`config.mk`:
```
export PLATFORM = sky130hd
export DESIGN_NAME = out_port_arb_mux
export DESIGN_NICKNAME = d
export VERILOG_FILES = /design/src/rtl/out_port_arb_mux.sv
export SDC_FILE = /design/constraint.sdc
export NUM_CORES = 1
export LEC_CHECK = 0
export CAP_MARGIN = 25
export CORE_MARGIN = 5
export CORE_UTILIZATION = 34
export DETAILED_ROUTE_END_ITERATION = 6
export MAX_ROUTING_LAYER = met4
export PLACE_DENSITY = 0.66
export SLEW_MARGIN = 40
export SYNTH_ARGS = -nofsm -noshare
export SYNTH_HDL_FRONTEND = slang
export SYNTH_SLANG_ARGS = --single-unit
```
`constraint.sdc`:
```
create_clock -name clk -period 12.42 [get_ports clk]
set_input_delay 3.726 -clock clk [delete_from_list [all_inputs] [get_ports clk]]
set_output_delay 3.726 -clock clk [all_outputs]
set_load 0.02 [all_outputs]
```
`src/rtl/out_port_arb_mux.sv`:
```
// out_port_arb_mux: output-port arbiter and flit multiplexer for a wormhole router.
// Input ports compete for one output with round-robin arbitration on head flits.
// A multi-flit packet keeps the output locked until its tail flit has passed.
// The accepted flit is registered onto data_o one cycle after its grant.
//
// Ports:
//   clk, rst_n  rising-edge clock, asynchronous active-low reset
//   req_i       per-port flit valid
//   head_i      per-port head-flit marker
//   tail_i      per-port tail-flit marker (head&tail = single-flit packet)
//   data_i      per-port flits, port k at [k*DATA_W +: DATA_W]
//   gnt_o       one-hot pop strobe (combinational)
//   data_o      registered output flit
//   valid_o     data_o holds a valid flit
//   ready_i     downstream accepts data_o this cycle
//   sel_o       index of the current or last granted port
//   busy_o      a multi-flit packet holds the output
module out_port_arb_mux #(
  parameter int DATA_W  = 16,
  parameter int N_PORTS = 5,
  localparam int SEL_W  = (N_PORTS > 2) ? $clog2(N_PORTS) : 1
) (
  input  logic                      clk,
  input  logic                      rst_n,
  input  logic [N_PORTS-1:0]        req_i,
  input  logic [N_PORTS-1:0]        head_i,
  input  logic [N_PORTS-1:0]        tail_i,
  input  logic [N_PORTS*DATA_W-1:0] data_i,
  output logic [N_PORTS-1:0]        gnt_o,
  output logic [DATA_W-1:0]         data_o,
  output logic                      valid_o,
  input  logic                      ready_i,
  output logic [SEL_W-1:0]          sel_o,
  output logic                      busy_o
);

  typedef enum logic {IDLE, LOCKED} state_t;

  state_t             state;
  logic [SEL_W-1:0]   rr_ptr;
  logic               slot_free;
  logic               grant_any;
  logic [SEL_W-1:0]   grant_idx;
  logic [DATA_W-1:0]  grant_data;
  logic               grant_tail;
  logic [SEL_W-1:0]   cand;

  assign slot_free = !valid_o || ready_i;
  assign busy_o    = (state == LOCKED);

  always_comb begin
    gnt_o      = '0;
    grant_any  = 1'b0;
    grant_idx  = '0;
    grant_data = '0;
    grant_tail = 1'b0;
    cand       = '0;
    if (rst_n && slot_free) begin
      if (state == IDLE) begin
        // Scan rr_ptr+1 .. rr_ptr+N_PORTS; the sum never exceeds 2*N_PORTS-1,
        // so a single conditional subtract performs the wrap.
        for (int unsigned i = 1; i <= N_PORTS; i++) begin
          if (int'(rr_ptr) + int'(i) >= N_PORTS)
            cand = SEL_W'(int'(rr_ptr) + int'(i) - N_PORTS);
          else
            cand = SEL_W'(int'(rr_ptr) + int'(i));
          if (!grant_any && req_i[cand] && head_i[cand]) begin
            grant_any = 1'b1;
            grant_idx = cand;
          end
        end
      end else if (req_i[sel_o]) begin
        grant_any = 1'b1;
        grant_idx = sel_o;
      end
    end
    for (int unsigned k = 0; k < N_PORTS; k++) begin
      if (SEL_W'(k) == grant_idx) begin
        grant_data = data_i[k*DATA_W +: DATA_W];
        grant_tail = tail_i[k];
        gnt_o[k]   = grant_any;
      end
    end
  end

  always_ff @(posedge clk or negedge rst_n) begin
    if (!rst_n) begin
      state   <= IDLE;
      rr_ptr  <= SEL_W'(N_PORTS - 1);
      valid_o <= 1'b0;
      data_o  <= '0;
      sel_o   <= '0;
    end else begin
      if (grant_any) begin
        data_o  <= grant_data;
        valid_o <= 1'b1;
        sel_o   <= grant_idx;
        rr_ptr  <= grant_idx;
        if (state == IDLE && !grant_tail)
          state <= LOCKED;
        else if (state == LOCKED && grant_tail)
          state <= IDLE;
      end else if (ready_i) begin
        valid_o <= 1'b0;
      end
    end
  end

endmodule

```
==> impl_metrics.env, run 1 <==
export IMPL_outcome="completed"
export IMPL_core_rowCount=33
export IMPL_die_w_microns=103
export IMPL_period_share_pct=89.8
export IMPL_slew_violations=0
export IMPL_synthMuxAreaShare_pct=10.8
export IMPL_p_int_w=0.000627
export IMPL_core_sq_um=8300
export IMPL_worstSkewPairLatency_ps=270
export IMPL_drt_total_wl_mm=10.6
export IMPL_syn_area_sq_um=2910
export IMPL_final_common_cell="clkdlybuf4s50_1"
export IMPL_synth_adder_area_share_pct=5.41
export IMPL_cts_resized=0
export IMPL_diodes=0
export IMPL_hold_buffers=0
export IMPL_ir_drop_mv=0.133
export IMPL_slew_headroom_pct=47.8
export IMPL_period_needed_ps=11160
export IMPL_wl_per_cell_microns=19.1
export IMPL_worstSetupEndpointType="primary output"
export IMPL_cts_sinks=22
export IMPL_antenna_found_initial=0
export IMPL_power_switching_w=0.000750
export IMPL_dpl_hpwl_mm=8.18
export IMPL_initial_core_util_pct=35.1
export IMPL_worst_setup_path_type="primary input to primary output"
export IMPL_arrival_ps=7430
export IMPL_ys_seq_area_share_pct=19.0
export IMPL_ctsLongestPathBuffers=2
export IMPL_synth_edf_count=0
export IMPL_synth_cell_types=70
export IMPL_hold_depth=1
export IMPL_vias_per_cell=5.76
export IMPL_async_reset_ff_share_pct=100
export IMPL_min_path_type="flop to flop"
export IMPL_synth_top_family_by_area="compound AO/OA/AOI/OAI gates"
export IMPL_layout_common_cells="clkdlybuf4s50_1 (123), a21oi_1 (29), nand2_1 (25), a211oi_1 (25), mux2i_1 (22)"
export IMPL_grt_overflow_total=0
export IMPL_critPathRequiredTime_ps=8690
export IMPL_grtUsageTotal_pct=20.4
export IMPL_final_area_sq_um=4210
export IMPL_htreeDepth=1
export IMPL_synth_compound_area_share_pct=36.4
export IMPL_firstDrtPassIters=4
export IMPL_numPortBuffers=123
export IMPL_grt_pass1_wl_mm=16.5
export IMPL_grt_setup_unrepaired="false"
export IMPL_ant_nets=0
export IMPL_timing_fmax_ghz=0.0896
export IMPL_yosys_area_share_simple_pct=17.4
export IMPL_postCtsSetupBuffers=0
export IMPL_avgSynthCellArea_sq_um=8.44
export IMPL_r2r_cells=18
export IMPL_setup_viol=0
export IMPL_crit_fanout=17
export IMPL_critPathLaunchType="primary input"
export IMPL_dpl_cell_area_sq_um=4140
export IMPL_drive_above_1_share_pct=9.78
export IMPL_layout_nets=561
export IMPL_synth_cells=345
export IMPL_cts_tree="built"
export IMPL_ys_flop_type="dfrtp_1"
export IMPL_gp_congestion=0.968
export IMPL_root_buffer="clkbuf_8"
export IMPL_grt_pass1_vias=3229
export IMPL_pin_count=124
export IMPL_cts_made_buffers=3
export IMPL_yosys_area_share_xor_xnor_pct=2.06
export IMPL_hold_violations=0
export IMPL_dieArea_sq_um=10500
export IMPL_sw_frac_of_total_pct=54.4
export IMPL_fin_skew_ps=10.6
export IMPL_area_delta_synth_final_pct=44.6
export IMPL_fin_setup_tns_ps=0
export IMPL_p_comb_share_pct=83.3
export IMPL_drc_errors=0
export IMPL_syn_nets=455
export IMPL_dr_first_iter_drc_count=166
export IMPL_p_clk_share_pct=4.9
export IMPL_seqPwrFrac_pct=11.8
export IMPL_vias=3199
export IMPL_p_leak_nw=1.57
export IMPL_max_slew_worst_pin_slew_ps=783
export IMPL_powerDensity_nw_per_um2=327
export IMPL_cap_violations=0
export IMPL_grt_max_degree=26
export IMPL_ys_ff_latch=22
export IMPL_clkTransAtPathRegs_ps=80
export IMPL_power_w=0.00138
export IMPL_final_core_util_pct=50.7
export IMPL_ys_warn_count=0
export IMPL_die_height_microns=103
-- area by class of cell --
class                   count  area, sq um
clock buffers               3         41.3
clock inverters             1         30.0
fillers                   770         4090
inverters                  16         60.1
multi-input cells         278         2110
flip-flops and latches     22          552
well taps                 105          131
repair buffers            130         1280
-- state kept, by name, summed over array words and instances, names as in the netlist --
signal   flops
busy_o       1
sel_o        3
data_o      16
rr_ptr       1
valid_o      1
-- cell usage after synthesis, types with 2 or more instances --
cell	number	area share, %
nor2b_1	8	1.7
nand4_1	4	0.86
mux2_2	3	1.2
or4_1	2	0.52
nand3b_1	2	0.52
a31oi_1	4	0.86
nand2b_1	2	0.43
buf_12	2	1.4
xnor2_1	5	1.5
ha_1	11	4.7
clkbuf_1	12	1.5
inv_1	14	1.8
nand3_1	20	3.4
o211a_1	3	1.0
o31ai_1	2	0.52
a21o_1	3	0.77
buf_2	5	0.86
a21oi_1	29	5.0
or2_2	2	0.43
a221oi_1	2	0.60
mux4_2	2	1.5
dfrtp_1	21	18
mux2i_1	22	7.6
nor4b_1	2	0.60
o211ai_1	4	1.0
o21bai_1	2	0.52
nor2_1	16	2.1
nand2_1	25	3.2
and3_1	3	0.64
buf_6	4	1.5
a211oi_2	10	4.3
buf_4	6	1.5
o21ai_0	11	1.9
a22oi_1	2	0.52
a211oi_1	25	6.4
and2_1	4	0.86
o21a_1	2	0.52
o32ai_1	16	4.8
inv_2	2	0.26
-- worst paths after layout --
kind | startpoint | endpoint | slack (ps)
min in group asynchronous | rst_n | data_o[7]$_DFFE_PN0P_ | 3810
min | valid_o$_DFFE_PN0P_ | valid_o$_DFFE_PN0P_ | 550
min reg2reg | valid_o$_DFFE_PN0P_ | valid_o$_DFFE_PN0P_ | 550
max | req_i[3] | gnt_o[0] | 1260
max reg2reg | sel_o[0]$_DFFE_PN0P_ | busy_o$_DFFE_PN0P_ | 6940
max in group asynchronous | rst_n | rr_ptr[2]$_DFFE_PN1P_ | 8320
-- worst max-delay path, stage by stage --
cell	delay [ps]
clkdlybuf4s50_1	430
nand2_1	240
nand2_1	80
mux4_2	480
a21o_1	250
o211a_1	130
o311ai_1	340
and3_1	230
o211a_1	670
and2_1	230
clkdlybuf4s50_1	600
-- power groups by stage --
stage / registers [W] / logic, W / clock network [W]
2_1_floorplan: 0.000180 / 0.000851 / 0
3_3_place_gp: 0.000161 / 0.00113 / 0
3_5_place_dp: 0.000161 / 0.00114 / 0
4_1_cts: 0.000162 / 0.00114 / 0.0000690
5_1_grt: 0.000169 / 0.00124 / 0.0000721
6_report: 0.000162 / 0.00115 / 0.0000680
-- metal layers --
metal  GRT usage (%)  routed length, microns  vias to the layer above
met5               -                       0                        -
met4            5.25                     184                        0
met3            3.45                     743                       10
met2            33.0                    5120                      149
met1            26.6                    4530                     1496
li1                -                       -                     1544
-- per-stage QoR --
| step | cells | setup slack (ps) | hold slack [ps] |
|---|---|---|---|
| 3_3_place_gp | 551 | 1360 | 522 |
| 2_1_floorplan | 345 | 2770 | 618 |
| 5_1_grt | 555 | 1060 | 578 |
| 3_5_place_dp | 551 | 1290 | 536 |
| 4_1_cts | 555 | 1280 | 564 |
| 6_report | 555 | 1260 | 550 |
-- kinds of logic after synthesis --
| logic type | count (synthesis) |
|---|---|
| DFF | 22 |
| and+or+nand+nor | 98 |
| AOI/OAI and AO/OA | 134 |
| muxes | 28 |
| buffers and inverters | 45 |
| xor gates and xnor gates | 6 |
| adders and majority gates | 12 |
(Power assumes the default switching activity.)
==> run 2, diff against run 1 <==
--- a/config.mk
+++ b/config.mk
@@ -6,6 +6,7 @@
 export NUM_CORES = 1
 export LEC_CHECK = 0
 export CAP_MARGIN = 25
+export CORE_ASPECT_RATIO = 0.5
 export CORE_MARGIN = 5
 export CORE_UTILIZATION = 34
 export DETAILED_ROUTE_END_ITERATION = 6
==> run 2 against run 1 <==
Clock power rose by 13%. Non-clock buffer count grew 3. Utilization is 1.3 points higher. Wire length decreased by 2.9%. Global-route usage is 0.89 points lower. Via count is 0.75% lower. Largest cell class unchanged. Design area rose by 0.95%.
==> impl_metrics.env, run 2 (synthesis results as in run 1) <==
export IMPL_hold_buffers=0
export IMPL_final_common_cell="clkdlybuf4s50_1"
export IMPL_area_delta_synth_final_pct=46.0
export IMPL_root_buffer="clkbuf_16"
export IMPL_clkTransAtPathRegs_ps=60
export IMPL_grt_pass1_vias=3135
export IMPL_dieArea_sq_um=10600
export IMPL_p_int_w=0.000640
export IMPL_ir_drop_mv=0.137
export IMPL_numPortBuffers=123
export IMPL_ant_nets=0
export IMPL_drc_errors=0
export IMPL_dpl_cell_area_sq_um=4160
export IMPL_fin_setup_tns_ps=0
export IMPL_vias_per_cell=5.62
export IMPL_hold_ws_ps=514
export IMPL_antenna_found_initial=0
export IMPL_diodes=0
export IMPL_p_comb_share_pct=83.1
export IMPL_crit_fanout=18
export IMPL_final_area_sq_um=4250
export IMPL_htreeDepth=1
export IMPL_powerDensity_nw_per_um2=327
export IMPL_core_rowCount=23
export IMPL_grtUsageTotal_pct=19.5
export IMPL_cts_resized=0
export IMPL_critPathLaunchType="primary input"
export IMPL_power_switching_w=0.000748
export IMPL_cap_violations=0
export IMPL_firstDrtPassIters=5
export IMPL_slew_headroom_pct=48.6
export IMPL_period_share_pct=90.9
export IMPL_p_clk_share_pct=5.5
export IMPL_drive_above_1_share_pct=10.4
export IMPL_arrival_ps=7560
export IMPL_critPathRequiredTime_ps=8690
export IMPL_worstSetupEndpointType="primary output"
export IMPL_slew_violations=0
export IMPL_max_slew_worst_pin_slew_ps=771
export IMPL_worstSkewPairLatency_ps=260
export IMPL_regMostFlops="data_o"
export IMPL_ctsLongestPathBuffers=2
export IMPL_gp_congestion=0.865
export IMPL_seqPwrFrac_pct=11.4
export IMPL_cts_sinks=22
export IMPL_min_path_type="flop to flop"
export IMPL_grt_setup_unrepaired="false"
export IMPL_initial_core_util_pct=35.6
export IMPL_top_regs="data_o x16, sel_o x3"
export IMPL_pin_count=124
export IMPL_outcome="completed"
export IMPL_fin_skew_ps=3.54
export IMPL_core_sq_um=8170
export IMPL_dr_first_iter_drc_count=228
export IMPL_postCtsSetupBuffers=0
export IMPL_vias=3175
export IMPL_grt_pass1_wl_mm=16.3
export IMPL_nFillCells=784
export IMPL_die_height_microns=75.4
export IMPL_layout_nets=564
export IMPL_grt_overflow_total=0
export IMPL_timing_fmax_ghz=0.0886
export IMPL_p_leak_nw=1.59
export IMPL_grt_max_degree=25
export IMPL_period_needed_ps=11280
export IMPL_sw_frac_of_total_pct=53.9
export IMPL_die_w_microns=141
export IMPL_drt_total_wl_mm=10.3
export IMPL_hold_violations=0
export IMPL_dpl_hpwl_mm=7.82
export IMPL_largest_reg_flops=16
export IMPL_worst_setup_path_type="primary input to primary output"
export IMPL_setup_viol=0
export IMPL_wl_per_cell_microns=18.2
export IMPL_layout_common_cells="clkdlybuf4s50_1 (123), a21oi_1 (29), nand2_1 (25), a211oi_1 (25), mux2i_1 (22)"
export IMPL_cts_made_buffers=3
export IMPL_cts_tree="built"
## run 2: cell count changes in the layout (fill, tap and decap cells not counted), sizes merged
cell / before / now
bufinv: 1 / 0
buf: 7 / 10
clkbuf: 3 / 4
## run 2: path summary, 6_finish.rpt
path                                            from               endpoint  slack, ps  depth (start not counted)
worst max-delay path                        req_i[2]               gnt_o[2]       1140                         10
worst min-delay path             valid_o$_DFFE_PN0P_    valid_o$_DFFE_PN0P_        510                          1
worst max register to register  sel_o[1]$_DFFE_PN0P_     busy_o$_DFFE_PN0P_       6920                         16
worst min register to register   valid_o$_DFFE_PN0P_    valid_o$_DFFE_PN0P_        510                          1
max in group asynchronous                      rst_n  rr_ptr[2]$_DFFE_PN1P_       8200                          2
min in group asynchronous                      rst_n  data_o[9]$_DFFE_PN0P_       3920                          2
## run 2: cell type report
cell class,instances,area (sq um),area share (%)
Multi-Input combinational cell,278,2100,49.5
Timing Repair Buffer,133,1310,30.7
Sequential cell,22,552,13.0
Tap cell,112,140,3.30
Clock buffer,4,88.8,2.09
Inverter,16,60.1,1.41
## run 2: power groups by stage
stage               clock network [W]  registers (W)  logic [W]
global route                0.0000825       0.000166    0.00125
global placement                    0       0.000159    0.00115
finish                      0.0000766       0.000158    0.00115
CTS                         0.0000784       0.000159    0.00115
detailed placement                  0       0.000159    0.00115
floorplan                           0       0.000180   0.000851
## run 2: critical path: stages
cell and delay (ps):
clkdlybuf4s50_1 550, nand2_1 180, nand2_1 70, mux4_2 480, a21o_1 250, a21o_1 190
a311o_1 580, a21boi_2 700, and2_1 230, clkdlybuf4s50_1 600
## run 2: per-stage QoR
stage / power, W / std cells / setup WS [ps] / utilization (%)
final: 0.00139 / 565 / 1140 / 52.0
after CTS: 0.00139 / 565 / 1150 / 52.0
after global routing: 0.00150 / 565 / 860 / 52.0
after floorplan: 0.00103 / 345 / 2770 / -
after global placement: 0.00130 / 561 / 1230 / 50.9
after detailed placement: 0.00131 / 561 / 1170 / 50.9
## run 2: metal layers
layer | vias up | GRT usage, % | share of wire (%)
met2 | 122 | 33.2 | 47
met4 | 0 | 3.97 | 1.2
li1 | 1553 | - | -
met5 | - | - | 0
met1 | 1488 | 25.1 | 45
met3 | 12 | 3.32 | 6.6
